$ cat src/rtl/pixel_stream_pkg.sv
// Shared definitions for the pixel stream source and the line-buffer window chain.
package pixel_stream_pkg;

  localparam int unsigned PIX_W      = 8;
  localparam int unsigned DEF_WIDTH  = 17;
  localparam int unsigned DEF_HEIGHT = 17;

  typedef enum logic [1:0] {
    PS_IDLE  = 2'd0,
    PS_READ  = 2'd1,
    PS_FLUSH = 2'd2,
    PS_DRAIN = 2'd3
  } ps_state_e;

endpackage

$ cat src/rtl/pixel_skid_buffer.sv
// Output register plus one-entry skid register; reports how many of the two slots are free.
module pixel_skid_buffer
  import pixel_stream_pkg::*;
(
  input  logic             clk,
  input  logic             rst,
  input  logic             in_valid_i,
  input  logic [PIX_W-1:0] in_data_i,
  output logic             out_valid_o,
  output logic [PIX_W-1:0] out_data_o,
  input  logic             out_ready_i,
  output logic [1:0]       slots_free_o
);

  logic             out_v_q, out_v_d;
  logic             skid_v_q, skid_v_d;
  logic [PIX_W-1:0] out_d_q, out_d_d;
  logic [PIX_W-1:0] skid_d_q, skid_d_d;
  logic             take;

  // Arriving data is presented in its arrival cycle when nothing is held, and
  // only latched if it is not accepted; the skid entry is always the younger one.
  always_comb begin
    out_valid_o = out_v_q | in_valid_i;
    out_data_o  = out_v_q ? out_d_q : (in_valid_i ? in_data_i : '0);
    take        = out_valid_o & out_ready_i;
    out_v_d     = out_v_q;
    out_d_d     = out_d_q;
    skid_v_d    = skid_v_q;
    skid_d_d    = skid_d_q;
    if (out_v_q) begin
      if (take) begin
        if (skid_v_q) begin
          out_d_d  = skid_d_q;
          skid_v_d = in_valid_i;
          if (in_valid_i) skid_d_d = in_data_i;
        end else begin
          out_v_d = in_valid_i;
          if (in_valid_i) out_d_d = in_data_i;
        end
      end else if (in_valid_i) begin
        skid_v_d = 1'b1;
        skid_d_d = in_data_i;
      end
    end else if (in_valid_i && !out_ready_i) begin
      out_v_d = 1'b1;
      out_d_d = in_data_i;
    end
  end

  always_ff @(posedge clk) begin
    if (rst) begin
      out_v_q  <= 1'b0;
      skid_v_q <= 1'b0;
      out_d_q  <= '0;
      skid_d_q <= '0;
    end else begin
      out_v_q  <= out_v_d;
      skid_v_q <= skid_v_d;
      out_d_q  <= out_d_d;
      skid_d_q <= skid_d_d;
    end
  end

  assign slots_free_o = 2'd2 - {1'b0, out_v_q} - {1'b0, skid_v_q};

endmodule

$ cat src/rtl/pixel_stream_source.sv
// Reads a raster image from frame memory, streams it out, then appends flush rows.
module pixel_stream_source
  import pixel_stream_pkg::*;
#(
  parameter int unsigned      WIDTH      = DEF_WIDTH,
  parameter int unsigned      HEIGHT     = DEF_HEIGHT,
  parameter int unsigned      FLUSH_ROWS = 4,
  parameter logic [PIX_W-1:0] FLUSH_VAL  = 8'd0,
  parameter int unsigned      ADDR_W     = 10
) (
  input  logic              clk,
  input  logic              rst,
  input  logic              start_i,
  output logic              mem_rd_o,
  output logic [ADDR_W-1:0] mem_addr_o,
  input  logic [PIX_W-1:0]  mem_data_i,
  output logic [PIX_W-1:0]  data_o,
  output logic              valid_o,
  input  logic              ready_i,
  output logic              busy_o,
  output logic              done_o
);

  localparam int unsigned COL_W = $clog2(WIDTH);
  localparam int unsigned ROW_W = $clog2(HEIGHT + FLUSH_ROWS + 1);
  localparam logic [COL_W-1:0] COL_LAST     = COL_W'(WIDTH - 1);
  localparam logic [ROW_W-1:0] IMG_ROW_LAST = ROW_W'(HEIGHT - 1);
  localparam logic [ROW_W-1:0] ALL_ROW_LAST = ROW_W'(HEIGHT + FLUSH_ROWS - 1);

  ps_state_e         state_q, state_d;
  logic [COL_W-1:0]  col_q, col_d, col_next;
  logic [ROW_W-1:0]  row_q, row_d, row_next;
  logic [ADDR_W-1:0] addr_q, addr_d;
  logic              pend_q, pend_d;
  logic              pend_flush_q, pend_flush_d;
  logic [1:0]        slots_free;
  logic [2:0]        room;
  logic              issue_ok, col_wrap, buf_empty;
  logic [PIX_W-1:0]  in_data;

  pixel_skid_buffer u_skid (
    .clk          (clk),
    .rst          (rst),
    .in_valid_i   (pend_q),
    .in_data_i    (in_data),
    .out_valid_o  (valid_o),
    .out_data_o   (data_o),
    .out_ready_i  (ready_i),
    .slots_free_o (slots_free)
  );

  assign in_data = pend_flush_q ? FLUSH_VAL : mem_data_i;

  // A beat issued now lands next cycle; the worst case assumes no transfer then.
  always_comb begin
    room      = {1'b0, slots_free} + {2'b0, valid_o & ready_i} - {2'b0, pend_q};
    issue_ok  = (room != 3'd0);
    col_wrap  = (col_q == COL_LAST);
    col_next  = col_wrap ? '0 : col_q + 1'b1;
    row_next  = col_wrap ? row_q + 1'b1 : row_q;
    buf_empty = (slots_free == 2'd2) && !pend_q;
  end

  always_comb begin
    state_d      = state_q;
    col_d        = col_q;
    row_d        = row_q;
    addr_d       = addr_q;
    pend_d       = 1'b0;
    pend_flush_d = 1'b0;
    mem_rd_o     = 1'b0;
    done_o       = 1'b0;
    case (state_q)
      PS_IDLE: begin
        if (start_i) begin
          state_d = PS_READ;
          col_d   = '0;
          row_d   = '0;
          addr_d  = '0;
        end
      end
      PS_READ: begin
        if (issue_ok) begin
          mem_rd_o = 1'b1;
          pend_d   = 1'b1;
          addr_d   = addr_q + 1'b1;
          col_d    = col_next;
          row_d    = row_next;
          if (col_wrap && row_q == IMG_ROW_LAST)
            state_d = (FLUSH_ROWS == 0) ? PS_DRAIN : PS_FLUSH;
        end
      end
      PS_FLUSH: begin
        if (issue_ok) begin
          pend_d       = 1'b1;
          pend_flush_d = 1'b1;
          col_d        = col_next;
          row_d        = row_next;
          if (col_wrap && row_q == ALL_ROW_LAST) state_d = PS_DRAIN;
        end
      end
      PS_DRAIN: begin
        if (buf_empty) begin
          done_o  = 1'b1;
          state_d = PS_IDLE;
        end
      end
      default: state_d = PS_IDLE;
    endcase
  end

  always_ff @(posedge clk) begin
    if (rst) begin
      state_q      <= PS_IDLE;
      col_q        <= '0;
      row_q        <= '0;
      addr_q       <= '0;
      pend_q       <= 1'b0;
      pend_flush_q <= 1'b0;
    end else begin
      state_q      <= state_d;
      col_q        <= col_d;
      row_q        <= row_d;
      addr_q       <= addr_d;
      pend_q       <= pend_d;
      pend_flush_q <= pend_flush_d;
    end
  end

  assign mem_addr_o = addr_q;
  assign busy_o     = (state_q != PS_IDLE) && !done_o;

endmodule

$ cat config.mk
export PLATFORM = sky130hd
export DESIGN_NAME = pixel_stream_source
export DESIGN_NICKNAME = d
export VERILOG_FILES = /design/src/rtl/pixel_stream_pkg.sv /design/src/rtl/pixel_skid_buffer.sv /design/src/rtl/pixel_stream_source.sv
export SDC_FILE = /design/constraint.sdc
export NUM_CORES = 1
export LEC_CHECK = 0
export ABC_CLOCK_PERIOD_IN_PS = 8200
export BUFFER_PORTS_ARGS = -buffer_cell sky130_fd_sc_hd__buf_2
export CORE_MARGIN = 4
export CORE_UTILIZATION = 40
export DETAILED_ROUTE_END_ITERATION = 7
export PLACE_DENSITY = 0.58
export REMOVE_ABC_BUFFERS = 1
export SLEW_MARGIN = 20
export SYNTH_ARGS = -nofsm -noshare
export SYNTH_HDL_FRONTEND = slang
export SYNTH_SLANG_ARGS = --single-unit
$ cat constraint.sdc
create_clock -name clk -period 8.2 [get_ports clk]
set_clock_uncertainty 0.15 [all_clocks]
set_input_delay 1.64 -clock clk [delete_from_list [all_inputs] [get_ports clk]]
set_output_delay 1.64 -clock clk [all_outputs]
set_load 0.02 [all_outputs]
After elaboration in Yosys (flattened, before gate mapping)
Cells that the tools add are included.
{ "word_totals": {"reg_bits": 42, "inputBits": 12, "out_inout_bits": 22, "word_cells": 103} }
{ "classes": {"n_addsub": 7, "eq_ne": 18, "muxes": 39, "bitwise_logic": 4, "n_reduce_logical": 25} }
{ "op_table": {"columns": ["operator", "n"], "rows": [
  ["8-bit 2-to-1 mux", 11],
  ["5-bit 2-to-1 mux", 5],
  ["10-bit 2-to-1 mux", 2],
  ["10-bit case mux with 2 select lines", 1],
  ["5-bit case mux with 2 select lines", 2],
  ["5-bit equality test (second input constant)", 3],
  ["2-bit != test (second input constant)", 7],
  ["2-bit 2-to-1 mux", 6],
  ["1-bit 2-to-1 mux", 11],
  ["10-bit by 1-bit adder with 10-bit output (second input constant)", 1],
  ["5-bit by 1-bit adder with 5-bit output (second input constant)", 2],
  ["2-bit nonzero test", 5],
  ["3-bit AND reduction", 3],
  ["2-bit case mux with 4 select lines", 1],
  ["2-bit equality test (second input constant)", 3],
  ["2-bit by 1-bit != test with 1-bit output (second input constant)", 3],
  ["6-bit AND reduction", 1],
  ["2-bit OR reduction", 3],
  ["1-bit logical AND", 5],
  ["2-bit AND reduction", 2],
  ["4-bit AND reduction", 1],
  ["2-bit by 1-bit adder with 3-bit output", 1],
  ["1-bit zero test", 3],
  ["3-bit != test (second input constant)", 1],
  ["9 further kinds", 10]
]} }

Logic depth before layout (Yosys ltp)
{ "depth": {"depth_word": 8, "ltp_mapped": 12, "mapped_depth_nobuf": 10} }

Modules after synthesis
From an unflattened synthesis, not the netlist that was laid out.
{ "hier_totals": {"cells_unflattened": 313, "hier_area_um2": 2501.1} }
{ "modules_own_cells": {"columns": ["module", "instances", "cells_per_inst", "area_each_um2", "seq_area_each_um2"], "rows": [
  ["pixel_stream_source", 1, 181, 1520.2, 480.5],
  ["pixel_skid_buffer", 1, 132, 980.9, 360.3]
]} }

Worst setup path before layout
No wires, ideal clock.
{ "synth_path": {"kind": "input to output", "startpoint": "in ready_i", "endpoint": "out mem_rd_o", "t_arrival_ns": 3.221, "t_required_ns": 6.410, "setup_slack_ns": 3.189, "path_stages": 7, "path_buffers": 0, "cell_sequence": "nand2_1 > ha_1 > ha_1 > fa_1 > xnor2_2 > nor3_1 > nor2b_1"} }
{ "synth_via": {"elab_chain_len": 6} }
{ "synth_rtl": {"columns": ["element", "line", "source"], "rows": [
  ["from (decl)", "pixel_stream_source.sv:19", "input logic ready_i,"],
  ["1-bit bitwise AND", "pixel_stream_source.sv:56", "room = {1'b0, slots_free} + {2'b0, valid_o & ready_i} - {2'b0, pend_q};"],
  ["2-bit by 1-bit adder with 3-bit output", "pixel_stream_source.sv:56", null],
  ["3-bit by 1-bit subtractor with 3-bit output", "pixel_stream_source.sv:56", null],
  ["3-bit nonzero test", "pixel_stream_source.sv:57", "issue_ok = (room != 3'd0);"],
  ["1-bit 2-to-1 mux", "pixel_stream_source.sv:83", "if (issue_ok) begin"],
  ["1-bit 2-to-1 mux", "pixel_stream_source.sv:73", "case (state_q)"],
  ["to (decl)", "pixel_stream_source.sv:14", "output logic mem_rd_o,"]
]} }
No other way between the ends.

Worst setup path after layout
Same ends and word-level chain as after synthesis.

==> results_dict.tcl <==
set metrics [dict create \
    outcome "finished, final reports clean" \
    power_w 0.000693 \
    power_density_nw_per_um2 255 \
    synth-seq-cells 42 \
    slew_violations 0 \
    cp-start-kind "input pin" \
    slew_headroom_pct 31.9 \
    dpl.cell_count 397 \
    cts-resized-gates 0 \
    ff2ff_setup_slack_ns 4.83 \
    fmax_mhz 186 \
    holdWs_ns 0.326 \
    die_h_um 85.7 \
    critPathMaxFanout 5 \
    max_stage_delay_ns 0.43 \
    yosys_warnings 0 \
    dpl.hpwl_um 3740 \
    path_cells "buf_2 > nand2_1 > ha_1 > ha_1 > fa_1 > xnor2_2 > nor3_1 > nor2b_1 > buf_2" \
    numCtsBuffers 5 \
    setup_tns_ns 0 \
    synthCells 300 \
    worst_r2r_path_depth 10 \
    clock_tree.root_cell "clkbuf_8" \
    fin_crit_sh_pct 65.4 \
    cts.reportedPaths.clkPinSlew_ns 0.09 \
    min_period_ns 5.36 \
    drc_errors 0 \
    hp-class "reg -> reg" \
    avgViaCountPerCell 5.23 \
    worst_slew_pin_slew_ns 1.02 \
    antenna_found_initial 0 \
    wl_per_cell_um 12.5 \
    synth_flop_cell "dfxtp_1" \
    chipWidth_um 85.7 \
    ant_nets 0 \
    vias 2119 \
    rsz0062_at_grt "false" \
    path_class "in -> out" \
    finalSetupViolCount 0 \
    layout.nets 356 \
    design.portCount 34 \
    rows 28 \
    initial_utilization_pct 41.1 \
    postSynthAreaPerCell_sq_um 8.06 \
    yosysSeqAreaShare_pct 34.8 \
    cpMaxStageDelayCell "fa_1" \
    cts_hold_buf 0 \
    routed_wl_um 5070 \
    num_antenna_cells 0 \
    synth_edf_count 0 \
    layout-drive-gt1-share_pct 14.2 \
    ir_drop_mv 0.101 \
    post-cts-setup-buffer-count 0 \
    synth_area_sq_um 2420 \
    endpoint_kind "primary output" \
    maxCapViolCount 0 \
    fin_cells 405 \
    placed_area_sq_um 2630 \
    drt-initial-drc-count 70 \
    stdcell_area_sq_um 2720 \
    grt_pass1_vias 2037 \
    track_usage_pct 15.1 \
    grt_first_pass_wirelength_um 9180 \
    cts-htree-levels 2 \
    critPathArrivalTime_ns 3.57 \
    hold_violations 0 \
    grt_max_degree 32 \
    area_growth_pct 12.3 \
    coreArea_sq_um 5890 \
    required_ns 6.41 \
    first_pass_iters 5 \
    grt_overflow 0 \
    io_buffers 33 \
    clk_latency_ns 0.30 \
    ys_types 45 \
    async_reset_ff_share_pct 0 \
    die-area_sq_um 7350 \
    place_congestion 0.747 \
    tritoncts "done" \
    p_leak_nw 1.05 \
    min_path_cells 2 \
    clock-sinks 42 \
    clk_path_buf_depth 2 \
    fillers 604 \
]
## worst max-delay path, delay by kind of cell
family	cells	cell delay, ns
adders and majority gates	3	0.92
xor gates and xnor gates	1	0.18
buffers and inverters	2	0.29
and+or+nand+nor	3	0.54
## power breakdown
part	internal, W	switching (W)	total (W)
sequential	0.000226	0.0000233	0.000250
combinational	0.000113	0.000195	0.000308
clock	0.0000599	0.0000751	0.000135
## placed cells by master (no fill, tap or decap), types with 2 or more instances in the layout
cell      synthesis  routed
dfxtp_1          42      42
nor2_1           37      37
buf_2             2      33
nand2_1          27      27
inv_1            22      22
a21oi_1          22      22
ha_1             14      14
nand2b_1         13      13
nand3_1          11      11
o21ai_0          10      10
mux2_1           10      10
a211oi_1         10      10
o31ai_1           6       6
or4_1             6       6
nor3_1            5       5
a31oi_1           5       5
clkbuf_8          0       5
and3_1            4       4
nor2b_1           4       4
a21o_1            4       4
o21ai_1           4       4
or3_1             4       4
o211ai_1          3       3
mux2i_1           3       3
xor2_1            2       2
and4_1            2       2
nor3b_1           2       2
## metrics by stage
step / setup slack [ns] / utilization [%]
final: 2.84 / 46.1
after global routing: 2.70 / 46.1
after CTS: 2.81 / 46.1
after detailed placement: 2.83 / 44.6
after global placement: 2.87 / 44.6
after floorplan: 3.19 / -
## logic make-up after synthesis
group                    synth area share [%]
adder cells (fa/ha/maj)                  8.07
XOR/XNOR                                 1.76
AO/OA/AOI/OAI                            18.3
multiplexers                             6.47
AND/OR/NAND/NOR                          24.9
flip-flops                               34.8
buffers and inverters                    5.69
## flip-flops by register name, indices dropped and copies added, names as in the netlist
name,count
col_q,5
pend_q,1
mem_addr_o,10
row_q,5
u_skid.skid_d_q,8
pend_flush_q,1
u_skid.skid_v_q,1
u_skid.out_v_q,1
state_q,2
u_skid.out_d_q,8
## path summary, 6_finish.rpt
path                   from            end
max                 ready_i       mem_rd_o
min reg2reg   mem_addr_o[9]  mem_addr_o[9]
max reg2reg  u_skid.out_v_q       row_q[0]
min           mem_addr_o[9]  mem_addr_o[9]
## synthesized netlist by cell type (5+ instances only)
library cell	count	share of area (%)
dfxtp_1	42	35
nor2_1	37	5.7
nand2_1	27	4.2
a21oi_1	22	4.6
inv_1	22	3.4
ha_1	14	7.2
nand2b_1	13	3.4
nand3_1	11	2.3
a211oi_1	10	3.1
mux2_1	10	4.7
o21ai_0	10	2.1
clkbuf_1	7	1.1
o31ai_1	6	1.9
or4_1	6	1.9
a31oi_1	5	1.3
nor3_1	5	1.0
## area by class of cell
| type | count | area [sq um] | area share (%) |
|---|---|---|---|
| clock inverters | 3 | 21.3 | 0.783 |
| flip-flops and latches | 42 | 841 | 31.0 |
| multi-input cells | 224 | 1440 | 53.0 |
| clock buffers | 5 | 68.8 | 2.53 |
| well taps | 75 | 93.8 | 3.46 |
| repair buffers | 33 | 165 | 6.08 |
| inverters | 23 | 86.3 | 3.18 |
## routing by layer
metal | vias to the layer above | global-route usage (%) | part of all wire, %
li1 | 1105 | - | -
met1 | 982 | 18.6 | 47
met2 | 28 | 27.0 | 49
met3 | 4 | 3.27 | 3.5
met4 | 0 | 3.02 | 0.81
met5 | - | 0 | 0
Note: power is estimated with default switching activity, not from simulation.
